**src/rtl/shift_seq_pkg.sv**
```systemverilog
// Shared types and defaults for the shift_seq_ctrl serializer.
// SHIFT_SEQ_PARITY_EN adds the PARITY state to the state enum.
package shift_seq_pkg;

  localparam int DEF_WIDTH = 8;
  localparam int DEF_GAP   = 2;

  typedef enum logic [1:0] {
    ST_IDLE   = 2'd0,
    ST_SHIFT  = 2'd1,
`ifdef SHIFT_SEQ_PARITY_EN
    ST_PARITY = 2'd2,
`endif
    ST_GAP    = 2'd3
  } shift_seq_state_t;

  function automatic int max2(input int a, input int b);
    return (a > b) ? a : b;
  endfunction

endpackage

```
**src/rtl/shift_seq_counter.sv**
```systemverilog
// Loadable down-counter shared by the bit-shift and inter-frame gap phases.
module shift_seq_counter #(
  parameter int CNT_W = 3
) (
  input  logic             clk,
  input  logic             rst,
  input  logic             load_i,
  input  logic [CNT_W-1:0] load_val_i,
  input  logic             dec_i,
  output logic [CNT_W-1:0] cnt_o,
  output logic             zero_o
);

  logic [CNT_W-1:0] cnt_q;

  always_ff @(posedge clk or posedge rst) begin
    if (rst) begin
      cnt_q <= '0;
    end else if (load_i) begin
      cnt_q <= load_val_i;
    end else if (dec_i) begin
      cnt_q <= cnt_q - 1'b1;
    end
  end

  assign cnt_o  = cnt_q;
  assign zero_o = (cnt_q == '0);

endmodule

```
**src/rtl/shift_seq_ctrl.sv**
```systemverilog
// MSB-first serializer controller with optional even-parity bit and idle gap.
// Define SHIFT_SEQ_PARITY_EN to append a parity bit to every frame.
module shift_seq_ctrl
  import shift_seq_pkg::*;
#(
  parameter int WIDTH = DEF_WIDTH,
  parameter int GAP   = DEF_GAP
) (
  input  logic             clk,
  input  logic             rst,
  input  logic [WIDTH-1:0] s_data,
  input  logic             s_valid,
  output logic             s_ready,
  output logic             ser_out,
  output logic             shift_en,
  output logic             frame_done,
  output logic             busy
);

  localparam int CNT_W = (max2(WIDTH, GAP + 1) > 1) ? $clog2(max2(WIDTH, GAP + 1)) : 1;
  localparam logic [CNT_W-1:0] LD_BITS = CNT_W'(WIDTH - 1);
  localparam logic [CNT_W-1:0] LD_GAP  = CNT_W'((GAP > 0) ? (GAP - 1) : 0);

  shift_seq_state_t state_q, state_d;
  logic [WIDTH-1:0] word_q;
  logic             word_load;
  logic             cnt_load, cnt_dec, cnt_zero;
  logic [CNT_W-1:0] cnt_ld_val, cnt;
  logic             bit_sel;
  logic             handshake;

  assign handshake = s_valid && s_ready;

  shift_seq_counter #(.CNT_W(CNT_W)) u_cnt (
    .clk        (clk),
    .rst        (rst),
    .load_i     (cnt_load),
    .load_val_i (cnt_ld_val),
    .dec_i      (cnt_dec),
    .cnt_o      (cnt),
    .zero_o     (cnt_zero)
  );

  always_ff @(posedge clk or posedge rst) begin
    if (rst) begin
      state_q <= ST_IDLE;
    end else begin
      state_q <= state_d;
    end
  end

  always_ff @(posedge clk or posedge rst) begin
    if (rst) begin
      word_q <= '0;
    end else if (word_load) begin
      word_q <= s_data;
    end
  end

  always_comb begin
    state_d    = state_q;
    word_load  = 1'b0;
    cnt_load   = 1'b0;
    cnt_dec    = 1'b0;
    cnt_ld_val = '0;
    case (state_q)
      ST_IDLE: begin
        if (handshake) begin
          state_d    = ST_SHIFT;
          word_load  = 1'b1;
          cnt_load   = 1'b1;
          cnt_ld_val = LD_BITS;
        end
      end
      ST_SHIFT: begin
        if (!cnt_zero) begin
          cnt_dec = 1'b1;
        end else begin
`ifdef SHIFT_SEQ_PARITY_EN
          state_d = ST_PARITY;
`else
          if (GAP > 0) begin
            state_d    = ST_GAP;
            cnt_load   = 1'b1;
            cnt_ld_val = LD_GAP;
          end else begin
            state_d = ST_IDLE;
          end
`endif
        end
      end
`ifdef SHIFT_SEQ_PARITY_EN
      ST_PARITY: begin
        if (GAP > 0) begin
          state_d    = ST_GAP;
          cnt_load   = 1'b1;
          cnt_ld_val = LD_GAP;
        end else begin
          state_d = ST_IDLE;
        end
      end
`endif
      ST_GAP: begin
        if (cnt_zero) begin
          state_d = ST_IDLE;
        end else begin
          cnt_dec = 1'b1;
        end
      end
      default: state_d = ST_IDLE;
    endcase
  end

  // The counter runs WIDTH-1 down to 0, so it directly indexes the MSB-first bit.
  always_comb begin
    bit_sel = 1'b0;
    for (int i = 0; i < WIDTH; i++) begin
      if (cnt == CNT_W'(i)) bit_sel = word_q[i];
    end
  end

  always_comb begin
    ser_out    = 1'b0;
    shift_en   = 1'b0;
    frame_done = 1'b0;
    busy       = (state_q != ST_IDLE);
    s_ready    = (state_q == ST_IDLE) && !rst;
    case (state_q)
      ST_SHIFT: begin
        ser_out  = bit_sel;
        shift_en = 1'b1;
`ifndef SHIFT_SEQ_PARITY_EN
        frame_done = cnt_zero;
`endif
      end
`ifdef SHIFT_SEQ_PARITY_EN
      ST_PARITY: begin
        ser_out    = ^word_q;
        shift_en   = 1'b1;
        frame_done = 1'b1;
      end
`endif
      default: ;
    endcase
  end

endmodule

```
**config.mk**
```make
export PLATFORM = sky130hd
export DESIGN_NAME = shift_seq_ctrl
export DESIGN_NICKNAME = d
export VERILOG_FILES = /design/src/rtl/shift_seq_pkg.sv /design/src/rtl/shift_seq_counter.sv /design/src/rtl/shift_seq_ctrl.sv
export SDC_FILE = /design/constraint.sdc
export NUM_CORES = 1
export LEC_CHECK = 0
export ABC_AREA = 0
export CAP_MARGIN = 20
export CORE_UTILIZATION = 43
export DETAILED_ROUTE_END_ITERATION = 6
export PLACE_DENSITY = 0.79
export SETUP_SLACK_MARGIN = 0.4
export SYNTH_ARGS = -nofsm -noshare
export SYNTH_HDL_FRONTEND = slang
export SYNTH_SLANG_ARGS = --single-unit
```
**constraint.sdc**
```tcl
create_clock -name clk -period 2.31 [get_ports clk]
set_clock_uncertainty 0.15 [all_clocks]
set_input_delay 0.462 -clock clk [delete_from_list [all_inputs] [get_ports clk]]
set_output_delay 0.462 -clock clk [all_outputs]
set_load 0.05 [all_outputs]
```
# Word-level counts from Yosys, hierarchy flattened
# Index checks and enable logic that the tools add are counted.
[word_totals]
inputBits = 11
regBits = 13
out_inout_bits = 5
elab_cells = 51
[op_classes]
n_mux = 26
n_reduce_logical = 9
addsub = 1
eq_ne = 12
[ops]
columns = ["operator", "count"]
rows = [
  ["1-bit 2-to-1 mux", 17],
  ["3-bit equality test, second input constant", 4],
  ["3-bit 2-to-1 mux", 3],
  ["3-bit by 2-bit equality test with 1-bit output, second input constant", 2],
  ["2-bit 2-to-1 mux", 3],
  ["2-bit != test, second input constant", 3],
  ["2-bit one-hot mux with 3 select lines", 1],
  ["3-bit one-hot mux with 2 select lines", 1],
  ["2-bit nonzero test", 2],
  ["3-bit by 1-bit equality test with 1-bit output, second input constant", 1],
  ["3-bit zero test", 1],
  ["3-bit AND reduction", 1],
  ["3-bit by 1-bit subtractor with 3-bit output, second input constant", 1],
  ["2-bit by 1-bit equality test with 1-bit output, second input constant", 1],
  ["2-bit equality test, second input constant", 1],
  ["1-bit logical AND", 2],
  ["2-bit zero test", 1],
  ["1-bit one-hot mux with 2 select lines", 1],
  ["2-bit OR reduction", 1],
  ["1-bit zero test", 1],
]

# Longest topological paths before layout
# Gate-level depths: netlist of the first run.
[logic_depth]
depth_word = 10
mapped_depth = 5
depth_no_buf = 5

# Cells and area by module
# A second synthesis of the first run with hierarchy kept.
[unflattened]
hier_cells = 58
hier_area_um2 = 670.6
[modules_own_cells]
columns = ["mod", "seq_area_each_um2", "n_inst", "area_per_inst_um2", "cells_per_inst"]
rows = [
  ["shift_seq_ctrl", 250.2, 1, 485.5, 38],
  ["shift_seq_counter", 75.1, 1, 185.2, 20],
]

# Worst setup path before layout of the first run
# Ideal clock, no wire load.
[synth_path]
kind = "reg2out"
from = "register state_q[0]"
to = "output ser_out"
path_slack_ns = -0.130
arrival_ns = 1.828
stages_incl_launch_ff = 4
t_required_ns = 1.698
cell_sequence = "dfrtp_1 > inv_1 > nor2_1 > and4_1"
[synth_via]
elab_chain_len = 2
[synth_rtl]
columns = ["item", "line_no", "rtl"]
rows = [
  ["start: declaration", "shift_seq_ctrl.sv:24", "shift_seq_state_t state_q, state_d;"],
  ["start signal: assignment", "shift_seq_ctrl.sv:48", "state_q <= state_d;"],
  ["2-bit by 1-bit equality test with 1-bit output", "shift_seq_ctrl.sv:128", "case (state_q)"],
  ["1-bit 2-to-1 mux", "shift_seq_ctrl.sv:128", ""],
  ["end: declaration", "shift_seq_ctrl.sv:14", "output logic ser_out,"],
]
# Every way passes these cells.

# Worst setup path in the final report of the first run
[layout_path]
from = "register u_cnt.cnt_q[0], in the netlist u_cnt.cnt_o[0]"
to = "output ser_out"
[layout_via]
elab_chain_len = 10
[layout_rtl]
columns = ["item", "line_no", "rtl"]
rows = [
  ["start: declaration", "shift_seq_counter.sv:14", "logic [CNT_W-1:0] cnt_q;"],
  ["start signal: assignment", "shift_seq_counter.sv:20", "cnt_q <= load_val_i;"],
  ["start signal: assignment", "shift_seq_counter.sv:22", "cnt_q <= cnt_q - 1'b1;"],
  ["3-bit zero test", "shift_seq_ctrl.sv:118", "if (cnt == CNT_W'(i)) bit_sel = word_q[i];"],
  ["1-bit 2-to-1 mux (7 in a row)", "shift_seq_ctrl.sv:118", ""],
  ["1-bit 2-to-1 mux (*)", "shift_seq_ctrl.sv:118", ""],
  ["1-bit 2-to-1 mux (*)", "shift_seq_ctrl.sv:128", ""],
]
# Mark *: on every way between the ends. The rest lies on a longest branch, timed or not.

==> results.cfg, run 1 <==
[sta]
drv_slew = 0
rsz0062_at_grt = yes
maxSlewHeadroom = 0.676
layout_min_cycle_time_ps = 2160
worst_slew_pin_slew_ps = 486
layout_setup_ws_ps = 147
fin_crit_sh = 0.936
setup_viol = 0
max_freq_mhz = 462
hold_viol_final = 0
whs_ps = 227
setup_tns_ps = 0

[critical_path]
required_ps = 1700
arrival_ps = 1550
r2r_end = u_cnt.cnt_o[1]
critPathKind = reg -> out
ff2ff_setup_slack_ps = 470
worstPathMaxFanout = 4
start_kind = flip-flop
r2r_cells = 6
worst_r2r_startpoint = u_cnt.cnt_o[0]
end_kind = output pin

[cts]
clockBufferDepth = 2
path_clk_slew_ps = 80
clock_latency_ps = 280
clkSinkCount = 13
cts-root-buf = clkbuf_4
cts_tree = built
ctsHtreeMaxLevel = 1
cts_made_buffers = 3

[floorplan]
fp.dieH_um = 43.5
pin_count = 16
coreArea_sq_um = 1560
initial_core_util = 0.474
dieArea_sq_um = 1890
num_rows = 14
die_w_um = 43.5

[place]
hpwl_um = 1030
gp_congestion = 0.776
port_buffers = 15
placedCellCount = 90
dp_worst_setup_slack_ps = 269

[grt]
antenna_found_initial = 0
grt_use_total = 0.187
grt_pass1_wl_um = 2390
overflow = 0
grt_pass1_vias = 539
grt_max_degree = 14

[power]
powerDensity_nw_per_um2 = 1510
total_power_mw = 1.67
cellLeakagePower_nw = 0.512
peakVddDrop_mv = 0.842

[detailed_routing]
wl_um = 1610
routed.top_layer = met4
post_drt_wl_per_cell_um = 15.9
dr_wl_met2_um = 835
route.detailed.drc = 2
postRouteAntennaNets = 0
vias_per_cell = 5.43
vias = 548
wl_met3_um = 74
drt_iter0_markers = 2
met1_length_um = 672
first_pass_iters = 5

[synthesis]
synth-seq-cells = 13
synth_cell_types = 26
syn_area_per_cell_sq_um = 12.1
synth_fp_nets = 77
synthCells = 61
yosys_warnings = 0
netlist_area_sq_um = 739
synth-seq-area-share = 0.440

[worst_hold_path]
holdCritPathClass = in -> async

[status]
violations = DRC
status = finished with violations

[job]
cap_violations = 0

[final_layout]
areaGrowthSynthToFinish_pct = 49.6
drive_above_1_share = 0.518
nNetsFinal = 102
final-instance-count-excl-fill = 101
n_antenna_cell = 0
metal layers:
metal | vias to the layer above | GRT usage
li1 | 261 | -
met1 | 270 | 0.198
met2 | 13 | 0.318
met3 | 4 | 0.0792
met4 | 0 | 0.0938
met5 | - | 0
power by group:
group | switching, mW | total [mW] | internal [mW]
clock network | 0.0716 | 0.139 | 0.0671
registers | 0.122 | 0.469 | 0.346
logic | 0.486 | 1.06 | 0.574
worst max-delay path by stage:
| stage | startpoint | cells past startpoint | slack, ps | to |
|---|---|---|---|---|
| 2_1_floorplan | state_q[0] | 3 | 380 | ser_out |
| 4_1_cts | u_cnt.cnt_o[1] | 6 | 140 | ser_out |
| 5_1_grt | u_cnt.cnt_o[0] | 5 | 70 | ser_out |
| 3_3_place_gp | rst | 4 | 290 | word_q[2] |
| 6_report | u_cnt.cnt_o[0] | 6 | 150 | ser_out |
| 3_5_place_dp | rst | 4 | 270 | word_q[0] |
synth_stat cells:
cell       n  area, sq um
a21o_2     1         8.76
a221o_2    1         11.3
a31oi_1    1         6.26
and3_1     1         6.26
and4_1     1         8.76
buf_2      1         5.00
buf_6      1         11.3
dfrtp_1   13          325
ha_1       5         62.6
inv_1      5         18.8
mux2_2     1         11.3
mux2_4     7          105
mux2i_1    4         40.0
nand2_1    2         7.51
nand2_2    1         6.26
nand2b_1   2         12.5
nand3b_1   1         7.51
nor2_1     3         11.3
nor2b_1    1         6.26
nor3_1     2         10.0
nor3_4     1         16.3
o211ai_1   1         7.51
o21ai_0    2         10.0
o221ai_1   1         8.76
or2_2      1         6.26
xnor2_1    1         8.76
timing repair:
action / in CTS / in global routing
cloned: 0 / 0
resized for setup: 15 / 6
buffers inserted: 4 / 3
endpoints found under the setup margin: 4 / 4
hold buffers: 0 / 0
pin swaps: 5 / 3
per-stage QoR:
step | instance area [sq um] | utilization
after floorplan | 759 | -
after global placement | 938 | 0.602
after detailed placement | 938 | 0.602
after CTS | 1040 | 0.670
after global routing | 1110 | 0.709
final | 1110 | 0.709
layout by cell type (no fill, tap or decap), types with 3 or more instances in the layout:
master,instances
buf_12,4
dfrtp_2,4
mux2_4,7
buf_4,6
clkdlybuf4s50_1,9
clkbuf_4,3
mux2i_1,4
ha_4,3
inv_1,3
dfrtp_1,9
cells by family after synthesis:
kind of cell	after synthesis	share of synthesized area
buffers and inverters	7	0.0474
XOR/XNOR	1	0.0118
adder cells (fa/ha/maj)	5	0.0846
AND/OR/NAND/NOR	16	0.134
AO/OA/AOI/OAI	7	0.0711
multiplexers	12	0.212
flip-flops	13	0.440
area by class of cell:
| cell class | count | area [sq um] |
|---|---|---|
| repair buffers | 22 | 246 |
| inverters | 5 | 21.3 |
| fillers | 104 | 453 |
| multi-input cells | 41 | 462 |
| well taps | 16 | 20.0 |
| flip-flops and latches | 13 | 330 |
| clock buffers | 4 | 26.3 |
registers in the layout, indices dropped and copies added (netlist names):
signal,cells
word_q,8
u_cnt.cnt_o,3
state_q,2
worst max-delay path, cell delays in order (launching register included):
cell      delay (ps)
dfrtp_2          470
buf_6            150
ha_4             160
nor2_2           110
o221ai_2          90
and4_4           170
buf_12           140
No activity file was read; power rests on OpenSTA's default activity.
==> run 2, diff against run 1 <==
--- a/config.mk
+++ b/config.mk
@@ -7,9 +7,10 @@
 export LEC_CHECK = 0
 export ABC_AREA = 0
 export CAP_MARGIN = 20
-export CORE_UTILIZATION = 43
+export CORE_UTILIZATION = 48
 export DETAILED_ROUTE_END_ITERATION = 6
-export PLACE_DENSITY = 0.79
+export HOLD_SLACK_MARGIN = 0.12
+export PLACE_DENSITY = 0.86
 export SETUP_SLACK_MARGIN = 0.4
 export SYNTH_ARGS = -nofsm -noshare
 export SYNTH_HDL_FRONTEND = slang
==> run 2 against run 1 <==
Against the previous run: the run now ends clean; combinational power fell by 7%; first-iteration DRC count rose to 8.0 times the previous value; worst setup slack got worse by 24 ps; utilization rose by 7.3 points; register-to-register slack improved by 90 ps; wire length rose by 1.2%; design area fell by 3.4%; via count rose by 2.7%.
==> results.cfg, run 2 (synthesis results as in run 1) <==
[floorplan]
coreArea_sq_um = 1370
num_rows = 13
fp.dieH_um = 41.3
pin_count = 16
dieArea_sq_um = 1700
die_w_um = 41.3
initial_core_util = 0.541

[critical_path]
crit_slowest_cell = dfrtp_2
crit_chain = ha_4 -> nand2b_4 -> o221ai_2 -> and4_4 -> buf_12
worstPathMaxFanout = 4
end_kind = output pin
cp_slowest_stage_delay_ps = 480
required_ps = 1700
start_kind = flip-flop
critPathKind = reg -> out
arrival_ps = 1570

[place]
port_buffers = 15
gp_congestion = 0.801
hpwl_um = 972
dpl_cell_area_sq_um = 937

[detailed_routing]
postRouteAntennaNets = 0
vias_per_cell = 5.74
post_drt_wl_per_cell_um = 16.6
first_pass_iters = 2
drt_iter0_markers = 16
vias = 563
route.detailed.drc = 0
wl_um = 1630

[power]
cellLeakagePower_nw = 0.490
powerDensity_nw_per_um2 = 1510
peakVddDrop_mv = 1.11
total_power_mw = 1.61

[final_layout]
ff_latch_area_sq_um = 329
n_antenna_cell = 0
multi_input_area_sq_um = 454
nNetsFinal = 100
areaGrowthSynthToFinish_pct = 44.5
drive_above_1_share = 0.494
finalInstanceArea_sq_um = 1070
fill_cells = 90
regMostFlops = word_q
final_common_cell = dfrtp_1
largest_reg_flops = 8
final_cell_mix = 10 x dfrtp_1, 9 x clkdlybuf4s50_1, 7 x mux2_4

[sta]
fin_crit_sh = 0.947
hold_viol_final = 0
setup_viol = 0
worst_slew_pin_slew_ps = 512
maxSlewHeadroom = 0.658
rsz0062_at_grt = yes
setup_tns_ps = 0
max_freq_mhz = 457
layout_min_cycle_time_ps = 2190
drv_slew = 0

[status]
status = completed

[grt]
grt_use_total = 0.233
overflow = 0
grt_pass1_wl_um = 2330
grt_pass1_vias = 546
antenna_found_initial = 0
grt_max_degree = 14

[worst_hold_path]
holdCritPathClass = in -> async

[job]
cap_violations = 0

[cts]
cts_made_buffers = 3
clockBufferDepth = 2
clkSinkCount = 13
hold_buffers = 0
cts-root-buf = clkbuf_4
clock_latency_ps = 290
cts_tree = built
ctsHtreeMaxLevel = 1
path_clk_slew_ps = 90
[run 2: cell count changes in the layout (fill, tap and decap cells not counted)]
cell      change
buf_12        -1
buf_4         -1
dfrtp_1       +1
dfrtp_2       -1
inv_1         -1
inv_2         +1
nand2b_1      +1
nand2b_4      -1
[run 2: layout make-up]
| class | instances | area share |
|---|---|---|
| inverters | 5 | 0.0199 |
| well taps | 15 | 0.0176 |
| repair buffers | 20 | 0.205 |
| flip-flops and latches | 13 | 0.308 |
| multi-input cells | 41 | 0.425 |
| clock buffers | 4 | 0.0246 |
[run 2: power breakdown]
group	internal, mW	switching (mW)	total (mW)
clock	0.0672	0.0821	0.149
combinational	0.522	0.469	0.991
sequential	0.345	0.129	0.474
[run 2: repair_timing]
| item | 4_1_cts | 5_1_grt |
|---|---|---|
| setup buffers | 5 | 0 |
| resized for setup | 16 | 4 |
| setup endpoints to repair | 4 | 4 |
| pin swaps | 6 | 1 |
[run 2: per-layer routing]
layer  track usage  part of all wire  vias to the layer above
met2         0.379              0.49                       20
met3        0.0761             0.055                        7
li1              -                 -                      258
met4         0.177             0.036                        0
met1         0.247              0.42                      278
met5             0                 0                        -
[run 2: critical path: cells and delay by family, from the launching register on]
family                   cells  cell delay [ps]
AO/OA/AOI/OAI                1              120
AND/OR/NAND/NOR              2              370
adder cells (fa/ha/maj)      1              180
buffers and inverters        1              130
flip-flops                   1              480
[run 2: per-stage QoR]
step | util | hold slack [ps] | std cells | worst slack, ps
finish | 0.782 | 224 | 98 | 123
global route | 0.782 | 289 | 98 | 90.4
CTS | 0.777 | 243 | 98 | 138
detailed placement | 0.686 | 351 | 89 | 259
global placement | 0.686 | 343 | 89 | 290
floorplan | - | 189 | 61 | 381
[run 2: path summary, 6_finish.rpt]
check,start,cells past startpoint,slack [ps],endpoint
min in group clk,word_q[3],1,370,word_q[3]
max in group asynchronous,rst,2,1420,u_cnt.cnt_o[2]
hold reg to reg,word_q[3],1,370,word_q[3]
setup reg to reg,state_q[1],4,560,word_q[0]
setup / recovery,u_cnt.cnt_o[0],5,120,ser_out
hold / removal,rst,2,220,word_q[2]
